<file path="src/rtl/fp16_pkg.sv">
// fp16_pkg
// Shared constants and types for the binary16 (1/5/10) producers.
//   FP16_EXP_W / FP16_MAN_W : field widths
//   FP16_BIAS               : exponent bias
//   FP16_MAX_FINITE         : largest finite magnitude (used for saturation)
//   FP16_ZERO               : positive zero
//   i2f_state_t             : state encoding of the int-to-fp16 sequencer
package fp16_pkg;

  localparam int FP16_EXP_W = 5;
  localparam int FP16_MAN_W = 10;
  localparam int FP16_BIAS  = 15;

  localparam logic [15:0] FP16_MAX_FINITE = 16'h7BFF;
  localparam logic [15:0] FP16_ZERO       = 16'h0000;

  typedef enum logic [2:0] {
    IDLE  = 3'd0,
    ABS   = 3'd1,
    NORM  = 3'd2,
    ROUND = 3'd3,
    DONE  = 3'd4
  } i2f_state_t;

endpackage

</file>
<file path="src/rtl/fp16_round_pack.sv">
// fp16_round_pack
// Combinational rounding and packing of a normalised 16-bit magnitude into
// an fp16 word. Reusable by any producer that can deliver a magnitude with
// its leading one in bit 15.
//   sign    : result sign
//   mag     : normalised magnitude (bit 15 set), or all-zero for a zero result
//   exp_cnt : biased exponent matching mag
//   fp16    : packed {sign, exp, man}; saturates to max finite, never infinity
// Parameter ROUND_RNE: 1 = round-to-nearest-even, 0 = truncate toward zero.
module fp16_round_pack
  import fp16_pkg::*;
#(
  parameter bit ROUND_RNE = 1'b1
) (
  input  logic                  sign,
  input  logic [15:0]           mag,
  input  logic [FP16_EXP_W-1:0] exp_cnt,
  output logic [15:0]           fp16
);

  logic [FP16_MAN_W-1:0] man;
  logic                  guard;
  logic                  sticky;
  logic                  inc;
  logic [FP16_MAN_W:0]   man_sum;
  logic [FP16_EXP_W:0]   exp_sum;

  always_comb begin
    man    = mag[14:5];
    guard  = mag[4];
    sticky = |mag[3:0];
    inc    = ROUND_RNE && guard && (sticky || man[0]);
    // A carry out of the mantissa leaves man_sum[9:0] at zero, which is
    // exactly the renormalised mantissa; only the exponent needs bumping.
    man_sum = {1'b0, man} + {{FP16_MAN_W{1'b0}}, inc};
    exp_sum = {1'b0, exp_cnt} + {{FP16_EXP_W{1'b0}}, man_sum[FP16_MAN_W]};

    if (!mag[15]) begin
      // No leading one means a zero input: always +0, never -0.
      fp16 = FP16_ZERO;
    end else if (exp_sum >= 6'd31) begin
      fp16 = {sign, FP16_MAX_FINITE[14:0]};
    end else begin
      fp16 = {sign, exp_sum[FP16_EXP_W-1:0], man_sum[FP16_MAN_W-1:0]};
    end
  end

endmodule

</file>
<file path="src/rtl/int_to_float_fp16_seq.sv">
// int_to_float_fp16_seq
// Sequential 16-bit integer to fp16 converter. One conversion in flight;
// the normaliser shifts one bit per cycle until the leading one reaches
// bit 15, then a rounding cycle packs the result.
//   clk       : clock, all state on the rising edge
//   resetn    : asynchronous active-low reset
//   in_valid  / in_ready  / in_data  : input handshake and integer operand
//   out_valid / out_ready / out_data : output handshake and fp16 result
// Parameters: SIGNED (1 = two's complement input), ROUND_RNE (1 = RNE,
// 0 = truncate).
module int_to_float_fp16_seq
  import fp16_pkg::*;
#(
  parameter bit SIGNED    = 1'b1,
  parameter bit ROUND_RNE = 1'b1
) (
  input  logic        clk,
  input  logic        resetn,
  input  logic        in_valid,
  output logic        in_ready,
  input  logic [15:0] in_data,
  output logic        out_valid,
  input  logic        out_ready,
  output logic [15:0] out_data
);

  i2f_state_t            state_reg;
  logic [15:0]           data_reg;
  logic [15:0]           mag_reg;
  logic [FP16_EXP_W-1:0] exp_reg;
  logic                  sign_reg;
  logic [15:0]           out_data_reg;

  logic                  abs_sign;
  logic [15:0]           abs_mag;
  logic [15:0]           packed_fp16;

  assign abs_sign = SIGNED && data_reg[15];
  // -32768 negates to 16'h8000, which is the correct unsigned magnitude.
  assign abs_mag  = abs_sign ? (~data_reg + 16'd1) : data_reg;

  fp16_round_pack #(
    .ROUND_RNE (ROUND_RNE)
  ) u_round_pack (
    .sign    (sign_reg),
    .mag     (mag_reg),
    .exp_cnt (exp_reg),
    .fp16    (packed_fp16)
  );

  always_ff @(posedge clk or negedge resetn) begin
    if (!resetn) begin
      state_reg    <= IDLE;
      data_reg     <= 16'h0000;
      mag_reg      <= 16'h0000;
      exp_reg      <= '0;
      sign_reg     <= 1'b0;
      out_data_reg <= FP16_ZERO;
    end else begin
      case (state_reg)
        IDLE: begin
          if (in_valid) begin
            data_reg  <= in_data;
            state_reg <= ABS;
          end
        end
        ABS: begin
          sign_reg <= abs_sign;
          mag_reg  <= abs_mag;
          // Leading one already at bit 15 means 2^15, i.e. biased 15+15.
          exp_reg  <= FP16_EXP_W'(2 * FP16_BIAS);
          // A zero magnitude skips the normaliser; the packer turns an
          // all-zero magnitude into +0, so out_data is still only written
          // on the ROUND->DONE edge.
          state_reg <= (abs_mag == 16'h0000) ? ROUND : NORM;
        end
        NORM: begin
          if (!mag_reg[15]) begin
            mag_reg <= {mag_reg[14:0], 1'b0};
            exp_reg <= exp_reg - 1'b1;
          end else begin
            state_reg <= ROUND;
          end
        end
        ROUND: begin
          out_data_reg <= packed_fp16;
          state_reg    <= DONE;
        end
        DONE: begin
          if (out_ready) begin
            state_reg <= IDLE;
          end
        end
        default: state_reg <= IDLE;
      endcase
    end
  end

  // Decoded straight from state so reset forces them immediately.
  assign in_ready  = (state_reg == IDLE);
  assign out_valid = (state_reg == DONE);
  assign out_data  = out_data_reg;

endmodule

</file>
<file path="config.mk">
export PLATFORM = sky130hd
export DESIGN_NAME = int_to_float_fp16_seq
export DESIGN_NICKNAME = d
export VERILOG_FILES = /design/src/rtl/fp16_pkg.sv /design/src/rtl/fp16_round_pack.sv /design/src/rtl/int_to_float_fp16_seq.sv
export SDC_FILE = /design/constraint.sdc
export NUM_CORES = 1
export LEC_CHECK = 0
export CAP_MARGIN = 20
export CORE_MARGIN = 2
export CORE_UTILIZATION = 40
export CTS_BUF_LIST = sky130_fd_sc_hd__clkbuf_8
export CTS_CLUSTER_DIAMETER = 120
export DETAILED_ROUTE_END_ITERATION = 16
export GPL_TIMING_DRIVEN = 1
export PLACE_DENSITY = 0.65
export RECOVER_POWER = 100
export SYNTH_ARGS = -nofsm -noshare
export SYNTH_HDL_FRONTEND = slang
export SYNTH_SLANG_ARGS = --single-unit
</file>
<file path="constraint.sdc">
create_clock -name clk -period 5.3 [get_ports clk]
set_input_delay 0.53 -clock clk [delete_from_list [all_inputs] [get_ports clk]]
set_output_delay 0.53 -clock clk [all_outputs]
set_load 0.03 [all_outputs]
</file>
==> flow_metrics.env <==
export IMPL_status="finished, violations left"
export IMPL_violations="max-capacitance violations, max-slew violations"
export IMPL_cts_sinks=57
export IMPL_rows=32
export IMPL_seq_power_share_pct=39.5
export IMPL_worstMarginPinSlew_ps=2940
export IMPL_p_int_mw=1.26
export IMPL_dr_wl_met2_um=3040
export IMPL_yosysUniqueCellTypes=52
export IMPL_drive_above_1_share_pct=9.29
export IMPL_path_cells="and2_0 > ha_1 > and3_1 > and3_1 > ha_1 > ha_1 > xor2_1 > and3_1 > maj3_1 > a221oi_1 > o21ai_0"
export IMPL_p_leak_nw=1.57
export IMPL_synth_edf_count=0
export IMPL_fin_setup_tns_ps=0
export IMPL_cts_buffers=9
export IMPL_area_growth_pct=18.6
export IMPL_switching_share_pct=43.8
export IMPL_diodes=0
export IMPL_cp_slowest_cell="maj3_1"
export IMPL_pwr_share_comb_pct=44.7
export IMPL_most_common_layout_cells="57 x dfrtp_1, 43 x nand2_1, 39 x o21ai_0"
export IMPL_dr_total_vias=2521
export IMPL_worst_setup_path_start_kind="flip-flop"
export IMPL_ant_nets=0
export IMPL_arrival_ps=3260
export IMPL_top_layer="met4"
export IMPL_cts_setup_buffers=0
export IMPL_grt_pass1_vias=2470
export IMPL_synth_warnings=0
export IMPL_synthTopCellsByArea="dfrtp_1 46%, o21ai_0 6.1%, nand2_1 5.2%"
export IMPL_gp_congestion=0.848
export IMPL_drt_iter0_drc=118
export IMPL_syn_inst=332
export IMPL_postRouteWirelength_um=6450
export IMPL_async_reset_ff_share_pct=100
export IMPL_instances_no_fill=468
export IMPL_synth_largest_area_cell="dfrtp_1"
export IMPL_min_period_over_period_pct=57.6
export IMPL_period_needed_ps=3050
export IMPL_wl_met1_um=3050
export IMPL_hold_path_class="reg -> reg"
export IMPL_start_util_pct=40.9
export IMPL_nFillCells=739
export IMPL_ys_seq_area_share_pct=45.6
export IMPL_route_detailed_drc=0
export IMPL_fmax_mhz=328
export IMPL_rsz0062_at_grt="false"
export IMPL_grt_pass1_wl_um=11500
export IMPL_ir_worst_vdd_mv=0.284
export IMPL_fp_dieH_um=92.5
export IMPL_p_per_area_nw_per_um2=606
export IMPL_crit_type="reg -> reg"
export IMPL_vias_per_cell=5.39
export IMPL_core_area_um2=7650
export IMPL_layout_commonest_cell="dfrtp_1"
export IMPL_placed_cells=451
export IMPL_path_clk_slew_ps=60
export IMPL_max_clock_path_buffers=2
export IMPL_power_switching_mw=0.984
export IMPL_hold_viol_final=0
export IMPL_drt_pass1_iterations=6
export IMPL_overflow=0
export IMPL_slew_limit_headroom_pct=-95.9
export IMPL_ys_ff_latch=57
export IMPL_track_usage_pct=16.8
export IMPL_synth_area_um2=3130
export IMPL_maxCapViolations=1
export IMPL_wl_met3_um=267
export IMPL_final_nets=386
export IMPL_grt_max_degree=58
export IMPL_dp_final_hpwl_um=4680
export IMPL_fin_skew_ps=8.25
export IMPL_ios=38
export IMPL_required_ps=5500
export IMPL_drv_slew=58
export IMPL_fp_dieW_um=92.5
export IMPL_cts_htree_levels=3
export IMPL_setup_viol=0
export IMPL_holdWs_ps=469
export IMPL_wire_per_inst_um=13.8
export IMPL_hold_buffers=0
export IMPL_cts_tree="built"
export IMPL_syn_nets=357
export IMPL_avgSynthCellArea_um2=9.43
export IMPL_max_stage_delay_ps=530
export IMPL_synth_ff_type="dfrtp_1"
export IMPL_pwr_share_clk_pct=15.8
export IMPL_grt_antenna_before_repair=0
export IMPL_synth_top_cell_area_share_pct=45.6
export IMPL_cts_root_buf="clkbuf_8"
export IMPL_postCtsResizedCells=0
export IMPL_die_area_um2=8550
export IMPL_io_buffers=37
export IMPL_clkLatencyLatePin_ps=340
export IMPL_critPathCaptureType="flip-flop"
export IMPL_path_max_fanout=13
[synthesized netlist by cell type (6+ instances only)]
master and n:
a21oi_1 13, a22oi_1 14, and3_1 8, clkbuf_1 20, dfrtp_1 57, inv_1 9, mux2_2 13, nand2_1 43
nand3_1 7, nor2_1 12, nor3_1 6, o21ai_0 38, xnor2_1 13, xor2_1 10
[final timing paths]
path                                              start                      end  slack [ps]  cells past startpoint
max in group asynchronous                        resetn   mag_reg[2]$_DFFE_PN0P_        2400                      2
worst max register to register   mag_reg[5]$_DFFE_PN0P_  out_data[0]$_DFFE_PN0P_        2250                     11
min in group asynchronous                        resetn   exp_reg[2]$_DFFE_PN0P_        1250                      2
worst min register to register  out_data[1]$_DFFE_PN0P_  out_data[1]$_DFFE_PN0P_         470                      2
worst min-delay path            out_data[1]$_DFFE_PN0P_  out_data[1]$_DFFE_PN0P_         470                      2
worst max-delay path             mag_reg[5]$_DFFE_PN0P_  out_data[0]$_DFFE_PN0P_        2250                     11
[through the flow]
stage	instance area, um2	power (mW)	utilization, %	worst slack, ps
after floorplan	3130	1.63	-	2560
after CTS	3720	2.30	48.6	2230
after detailed placement	3540	1.94	46.3	2240
after global routing	3710	2.45	48.5	1730
after global placement	3540	1.90	46.3	2390
final	3710	2.25	48.5	2250
[area by class of cell]
class	count	area (um2)	share of cell area, %
multi-input combinational	245	1580	42.5
clock buffer	11	151	4.08
clock inverter	5	22.5	0.607
sequential	57	1430	38.4
inverter	9	33.8	0.910
tap	102	128	3.44
timing repair buffer	39	373	10.0
[critical path, delay by kind of cell (launching register included)]
family / cells / cell delay (ps)
DFF: 1 / 420
and+or+nand+nor: 4 / 720
xor gates and xnor gates: 1 / 150
adders and majority gates: 4 / 1150
AOI/OAI and AO/OA: 2 / 460
[power groups by stage]
stage / logic [mW] / registers, mW / clock network, mW
6_report: 1.00 / 0.889 / 0.354
5_1_grt: 1.13 / 0.930 / 0.391
4_1_cts: 1.04 / 0.892 / 0.368
3_5_place_dp: 1.04 / 0.900 / 0
3_3_place_gp: 1.01 / 0.888 / 0
2_1_floorplan: 0.761 / 0.867 / 0
[routing by layer]
layer	track usage, %	up-vias
met5	0	-
met4	5.97	0
met3	4.07	9
met2	27.9	59
met1	21.4	1193
li1	-	1260
[cell families (layout without fill, tap and decap cells)]
family	after synthesis	in the layout	synth area share, %
buffers and inverters	30	64	3.84
AO/OA/AOI/OAI	92	92	18.4
flip-flops	57	57	45.6
XOR/XNOR	23	23	6.44
AND/OR/NAND/NOR	109	109	18.1
adder cells (fa/ha/maj)	6	6	2.32
multiplexers	15	15	5.32
Power figures use the tool's default switching activity.
